<file path="src/rtl/regfile_sb_if.sv">
// Bus between decode/write-back and the scoreboarded register file.
// master: pipeline side driving addresses, write-back and issue requests.
// slave:  the register file answering with read data, busy and issue status.
interface regfile_sb_if #(
    parameter int DATA_W = 32,
    parameter int ADDR_W = 5
) ();
    logic [ADDR_W-1:0] rd_addr_a;
    logic [DATA_W-1:0] rd_data_a;
    logic              busy_a;
    logic [ADDR_W-1:0] rd_addr_b;
    logic [DATA_W-1:0] rd_data_b;
    logic              busy_b;
    logic              wr_en;
    logic [ADDR_W-1:0] wr_addr;
    logic [DATA_W-1:0] wr_data;
    logic              issue_en;
    logic [ADDR_W-1:0] issue_addr;
    logic              issue_ack;
    logic              stall;

    modport master (
        output rd_addr_a, rd_addr_b, wr_en, wr_addr, wr_data, issue_en, issue_addr,
        input  rd_data_a, busy_a, rd_data_b, busy_b, issue_ack, stall
    );

    modport slave (
        input  rd_addr_a, rd_addr_b, wr_en, wr_addr, wr_data, issue_en, issue_addr,
        output rd_data_a, busy_a, rd_data_b, busy_b, issue_ack, stall
    );
endinterface

</file>
<file path="src/rtl/regfile_sb.sv">
// Register file with per-register busy scoreboard, two combinational read
// ports with write-through bypass, one write-back port and one issue port.
// Optional hardwired zero register at address 0.
module regfile_sb #(
    parameter int DATA_W   = 32,
    parameter int ADDR_W   = 5,
    parameter int ZERO_REG = 1
) (
    input logic         clk,
    input logic         rst_n,
    regfile_sb_if.slave bus
);
    localparam int DEPTH = 1 << ADDR_W;

    logic [DATA_W-1:0] mem [DEPTH];
    logic [DEPTH-1:0]  busy;

    logic wr_sup;
    logic clr_v;
    logic hit_a;
    logic hit_b;
    logic hit_i;
    logic iss_zero;
    logic busy_i;
    logic issue_set;

    // A write to the zero register is dropped; while in reset the bypass is
    // disabled so every read reflects the cleared state.
    assign wr_sup = (ZERO_REG != 0) && (bus.wr_addr == '0);
    assign clr_v  = rst_n && bus.wr_en && !wr_sup;

    // Read port A: zero register, then bypass from write-back, then storage.
    always_comb begin
        hit_a = clr_v && (bus.wr_addr == bus.rd_addr_a);
        if ((ZERO_REG != 0) && (bus.rd_addr_a == '0)) begin
            bus.rd_data_a = '0;
            bus.busy_a    = 1'b0;
        end else begin
            bus.rd_data_a = hit_a ? bus.wr_data : mem[bus.rd_addr_a];
            bus.busy_a    = busy[bus.rd_addr_a] && !hit_a;
        end
    end

    // Read port B: same priority as port A.
    always_comb begin
        hit_b = clr_v && (bus.wr_addr == bus.rd_addr_b);
        if ((ZERO_REG != 0) && (bus.rd_addr_b == '0)) begin
            bus.rd_data_b = '0;
            bus.busy_b    = 1'b0;
        end else begin
            bus.rd_data_b = hit_b ? bus.wr_data : mem[bus.rd_addr_b];
            bus.busy_b    = busy[bus.rd_addr_b] && !hit_b;
        end
    end

    // Issue: stall on a pending producer unless it retires this very cycle.
    always_comb begin
        hit_i         = clr_v && (bus.wr_addr == bus.issue_addr);
        iss_zero      = (ZERO_REG != 0) && (bus.issue_addr == '0);
        busy_i        = !iss_zero && busy[bus.issue_addr] && !hit_i;
        bus.stall     = bus.issue_en && busy_i;
        bus.issue_ack = bus.issue_en && !busy_i;
        issue_set     = bus.issue_ack && !iss_zero;
    end

    // Storage and scoreboard; the issue set comes last so a same-address
    // write-back plus reservation leaves the register busy for the new producer.
    always_ff @(posedge clk or negedge rst_n) begin
        if (!rst_n) begin
            for (int i = 0; i < DEPTH; i++) begin
                mem[i] <= '0;
            end
            busy <= '0;
        end else begin
            if (clr_v) begin
                mem[bus.wr_addr]  <= bus.wr_data;
                busy[bus.wr_addr] <= 1'b0;
            end
            if (issue_set) begin
                busy[bus.issue_addr] <= 1'b1;
            end
        end
    end
endmodule

</file>
<file path="src/flat_wrapper.sv">
// flat-port wrapper written by rule: the top's interface ports become plain ports
module regfile_sb_flat 
#(
    parameter int DATA_W   = 32,
    parameter int ADDR_W   = 5,
    parameter int ZERO_REG = 1
)
  (clk, rst_n, bus_rd_addr_a, bus_rd_addr_b, bus_wr_en, bus_wr_addr, bus_wr_data, bus_issue_en, bus_issue_addr, bus_rd_data_a, bus_busy_a, bus_rd_data_b, bus_busy_b, bus_issue_ack, bus_stall);
  regfile_sb_if #(.DATA_W(DATA_W), .ADDR_W(ADDR_W)) bus_i ();
  input logic clk;
  input logic rst_n;
  input wire logic [$bits(bus_i.rd_addr_a)-1:0] bus_rd_addr_a;
  input wire logic [$bits(bus_i.rd_addr_b)-1:0] bus_rd_addr_b;
  input wire logic [$bits(bus_i.wr_en)-1:0] bus_wr_en;
  input wire logic [$bits(bus_i.wr_addr)-1:0] bus_wr_addr;
  input wire logic [$bits(bus_i.wr_data)-1:0] bus_wr_data;
  input wire logic [$bits(bus_i.issue_en)-1:0] bus_issue_en;
  input wire logic [$bits(bus_i.issue_addr)-1:0] bus_issue_addr;
  output wire logic [$bits(bus_i.rd_data_a)-1:0] bus_rd_data_a;
  output wire logic [$bits(bus_i.busy_a)-1:0] bus_busy_a;
  output wire logic [$bits(bus_i.rd_data_b)-1:0] bus_rd_data_b;
  output wire logic [$bits(bus_i.busy_b)-1:0] bus_busy_b;
  output wire logic [$bits(bus_i.issue_ack)-1:0] bus_issue_ack;
  output wire logic [$bits(bus_i.stall)-1:0] bus_stall;
  assign bus_i.rd_addr_a = bus_rd_addr_a;
  assign bus_i.rd_addr_b = bus_rd_addr_b;
  assign bus_i.wr_en = bus_wr_en;
  assign bus_i.wr_addr = bus_wr_addr;
  assign bus_i.wr_data = bus_wr_data;
  assign bus_i.issue_en = bus_issue_en;
  assign bus_i.issue_addr = bus_issue_addr;
  assign bus_rd_data_a = bus_i.rd_data_a;
  assign bus_busy_a = bus_i.busy_a;
  assign bus_rd_data_b = bus_i.rd_data_b;
  assign bus_busy_b = bus_i.busy_b;
  assign bus_issue_ack = bus_i.issue_ack;
  assign bus_stall = bus_i.stall;
  regfile_sb #(.DATA_W(DATA_W), .ADDR_W(ADDR_W), .ZERO_REG(ZERO_REG)) u_core (.clk(clk), .rst_n(rst_n), .bus(bus_i));
endmodule
</file>
<file path="config.mk">
export PLATFORM = sky130hd
export DESIGN_NAME = regfile_sb_flat
export DESIGN_NICKNAME = d
export VERILOG_FILES = /design/src/rtl/regfile_sb_if.sv /design/src/rtl/regfile_sb.sv /design/src/flat_wrapper.sv
export SDC_FILE = /design/constraint.sdc
export NUM_CORES = 2
export LEC_CHECK = 0
export CAP_MARGIN = 10
export CORE_ASPECT_RATIO = 0.75
export CORE_MARGIN = 4
export CORE_UTILIZATION = 57
export CTS_CLUSTER_DIAMETER = 120
export DETAILED_ROUTE_END_ITERATION = 6
export GPL_ROUTABILITY_DRIVEN = 0
export PLACE_DENSITY = 0.77
export SLEW_MARGIN = 30
export SYNTH_ARGS = -nofsm -noshare
export SYNTH_HDL_FRONTEND = slang
export SYNTH_SLANG_ARGS = --single-unit
</file>
<file path="constraint.sdc">
create_clock -name clk -period 3.6 [get_ports clk]
set_input_delay 0.9 -clock clk [delete_from_list [all_inputs] [get_ports clk]]
set_output_delay 0.9 -clock clk [all_outputs]
set_load 0.05 [all_outputs]
</file>
==> reports/results.tsv <==
metric	value	unit
outcome	complete, but fails checks	
failing checks	DRC, setup timing	
via count	45600	
# setup viols final	66	
initial antenna violation count	2	
ANT nets after route	0	
final hold slack	157	ps
GRT Residual Overflow	0	
Post-Synth Simple-Gate Area	3.40	%
CTS tree	built	
nets	4687	
#FFs+latches synth	1056	
Setup Skew	18.3	ps
XOR/XNOR share of the synthesized area	0.224	%
maxcap violations	0	
Peak supply drop	0.000533	V
unique cell type count in the Yosys netlist	79	
syn_area_per_cell	14.1	sq um
CP startpoint kind	input port	
leading area contributor after synthesis	dfrtp_1	
cells after synthesis	4157	
Max Fclk	248	MHz
Worst Max-Slew Pin Slew	941	ps
TritonRoute pass-1 iters	7	
post-synthesis mux area share	39.9	%
Initial Util	57.7	%
Hold Path Class	input port to async pin	
Setup WS pre-CTS	-861	ps
die area	108000	sq um
EDFF count, synth	0	
slowest CP cell	mux4_2	
register area share after synthesis	45.1	%
CP Data Required Time	2700	ps
most common cell after layout, fill and taps aside	dfrtp_1	
GRT Total Usage	40.1	%
Synthesized Nets	4213	
Die Width	378	um
leak pwr	33.3	nW
first-pass GRT wire length	316000	um
largest net degree at the start of global routing	172	
Final Cycle Share	112	%
P&R area growth vs syn	25.3	%
Async SR Flop Fraction	100	%
top cell type's share of synthesized area	45.1	%
CP Max Fanout	7	
clock sink count	1056	
CTS H-tree depth	3	
# IOs	124	
vias in the first global route	45600	
Iter 0 DRT Violations	6459	
CTS root buffer	clkbuf_16	
port bufs	123	
Largest delay share family, worst path	buffers and inverters	
Compound-Gate Fraction of Synth Area	6.95	%
Worst Path Class, Setup	input port to output port	
min Tclk post-route	4020	ps
Post-Syn Area	58600	sq um
synth warn	0	
Detail Placement HPWL	131000	um
adder-cell share of the synthesized area	0	%
crit path cell chain	buf_16, buf_12, buf_16, buf_12, buf_12, mux4_2, mux2_4, nand2_2, o21ai_2, a221o_1, buf_12	
routed length per instance	36.9	um
Crit. End Element	output port	
DRC violations left	1	
Final Hold Vio Count	0	
dpl cells	5709	
clock insertion delay at the later pin of the skew report	750	ps
crit path DAT	3120	ps
final worst setup slack	-424	ps
row count	101	
most frequent cells in the layout	1056 x dfrtp_1, 889 x mux2_2, 445 x buf_4, 371 x mux4_2, 310 x mux2i_1	
die height	286	um
synth top area cells	dfrtp_1 45%, mux2_2 17%, mux4_2 14%, mux2i_1 5.5%, mux2_4 1.5%	
Max transition margin	37.2	%
max-slew violation count	0	
cell mode on critical path	buf_12	
Reg clk slew, reported paths	70	ps
CP peak stage delay	520	ps
vias per cell	7.53	
P per Cell Area	468	nW/um^2
Worst Path Buf+Inv	6	
Finished Layout Cells	6056	
Routed WL	223000	um
Pwr Total	34.4	mW
core area	102000	sq um
Fin Setup TNS	-16850	ps
Post-synth top flop	dfrtp_1	
RSZ-0062 raised after global routing	true	
main combinational cell family by area after synthesis	multiplexers	
CTS buffer count	103	
Max Buffers Root-to-Sink	3	
layout cells sized above 1	56.1	%
cts hold-fix bufs	0	
[worst paths after layout]
path / startpoint / to / slack (ps) / cells after the start
min: rst_n / u_core.busy[10] / 160 / 2
max reg2reg: u_core.busy[19] / u_core.busy[28] / 1130 / 5
max in group asynchronous: rst_n / u_core.mem[845] / 1400 / 5
min in group clk: u_core.mem[1022] / u_core.mem[1022] / 400 / 0
min reg2reg: u_core.mem[1022] / u_core.mem[1022] / 400 / 0
max: bus_rd_addr_b[0] / bus_rd_data_b[12] / -420 / 11
[sequential cells by signal (all words and copies together) (netlist names)]
| register | flops |
|---|---|
| u_core.mem | 1024 |
| u_core.busy | 32 |
[per-layer routing]
layer	vias up	share of wire, %	GRT usage, %
li1	17100	-	-
met1	23300	35	52.8
met2	3957	42	56.8
met3	1239	15	15.0
met4	2	8.3	23.7
met5	-	0.0058	0.629
[final cells by class]
class / instances / area [sq um]
Timing Repair Buffer: 844 / 10200
Tap cell: 1339 / 1680
Antenna cell: 3 / 7.51
Sequential cell: 1056 / 26400
Inverter: 11 / 41.3
Clock buffer: 158 / 3190
Multi-Input combinational cell: 2615 / 31500
Clock inverter: 30 / 393
Fill cell: 6063 / 28200
[synthesized netlist by cell type (39+ instances only)]
library cell and instances:
a21oi_1 45, o22ai_1 106, mux2_2 890, mux2i_1 323, mux4_2 369, mux2_4 58
nor2_1 39, nand2_1 77, mux2_1 62, a22oi_1 55, dfrtp_1 1056, a221oi_1 74
clkbuf_1 204, buf_2 162
[cells by family (layout without fill, tap and decap cells)]
family | Yosys count | in the layout
muxes | 1711 | 1711
DFF | 1056 | 1056
AOI/OAI and AO/OA | 539 | 539
buffers and inverters | 486 | 1043
and+or+nand+nor | 350 | 350
xor gates and xnor gates | 15 | 15
other | 0 | 3
[timing repair]
item / in CTS / in global routing
endpoints found under the setup margin: 68 / 68
hold endpoints to repair: 0 / 0
setup buffers: 92 / 52
cloned: 20 / 5
gates resized for setup: 389 / 222
pin swaps: 78 / 84
[stage by stage]
step | area, sq um | util [%]
after CTS | 72000 | 70.8
after floorplan | 58800 | -
final | 73400 | 72.3
after global placement | 65400 | 64.3
after detailed placement | 65400 | 64.3
after global routing | 73400 | 72.3
[report_power, final]
part	total [mW]	switching, mW	leakage (nW)	internal (mW)
combinational	7.87	3.69	17.5	4.18
sequential	14.8	1.38	14.0	13.4
clock	11.7	5.02	1.77	6.67
total	34.4	10.1	33.3	24.3
No activity file was read; power rests on OpenSTA's default activity.
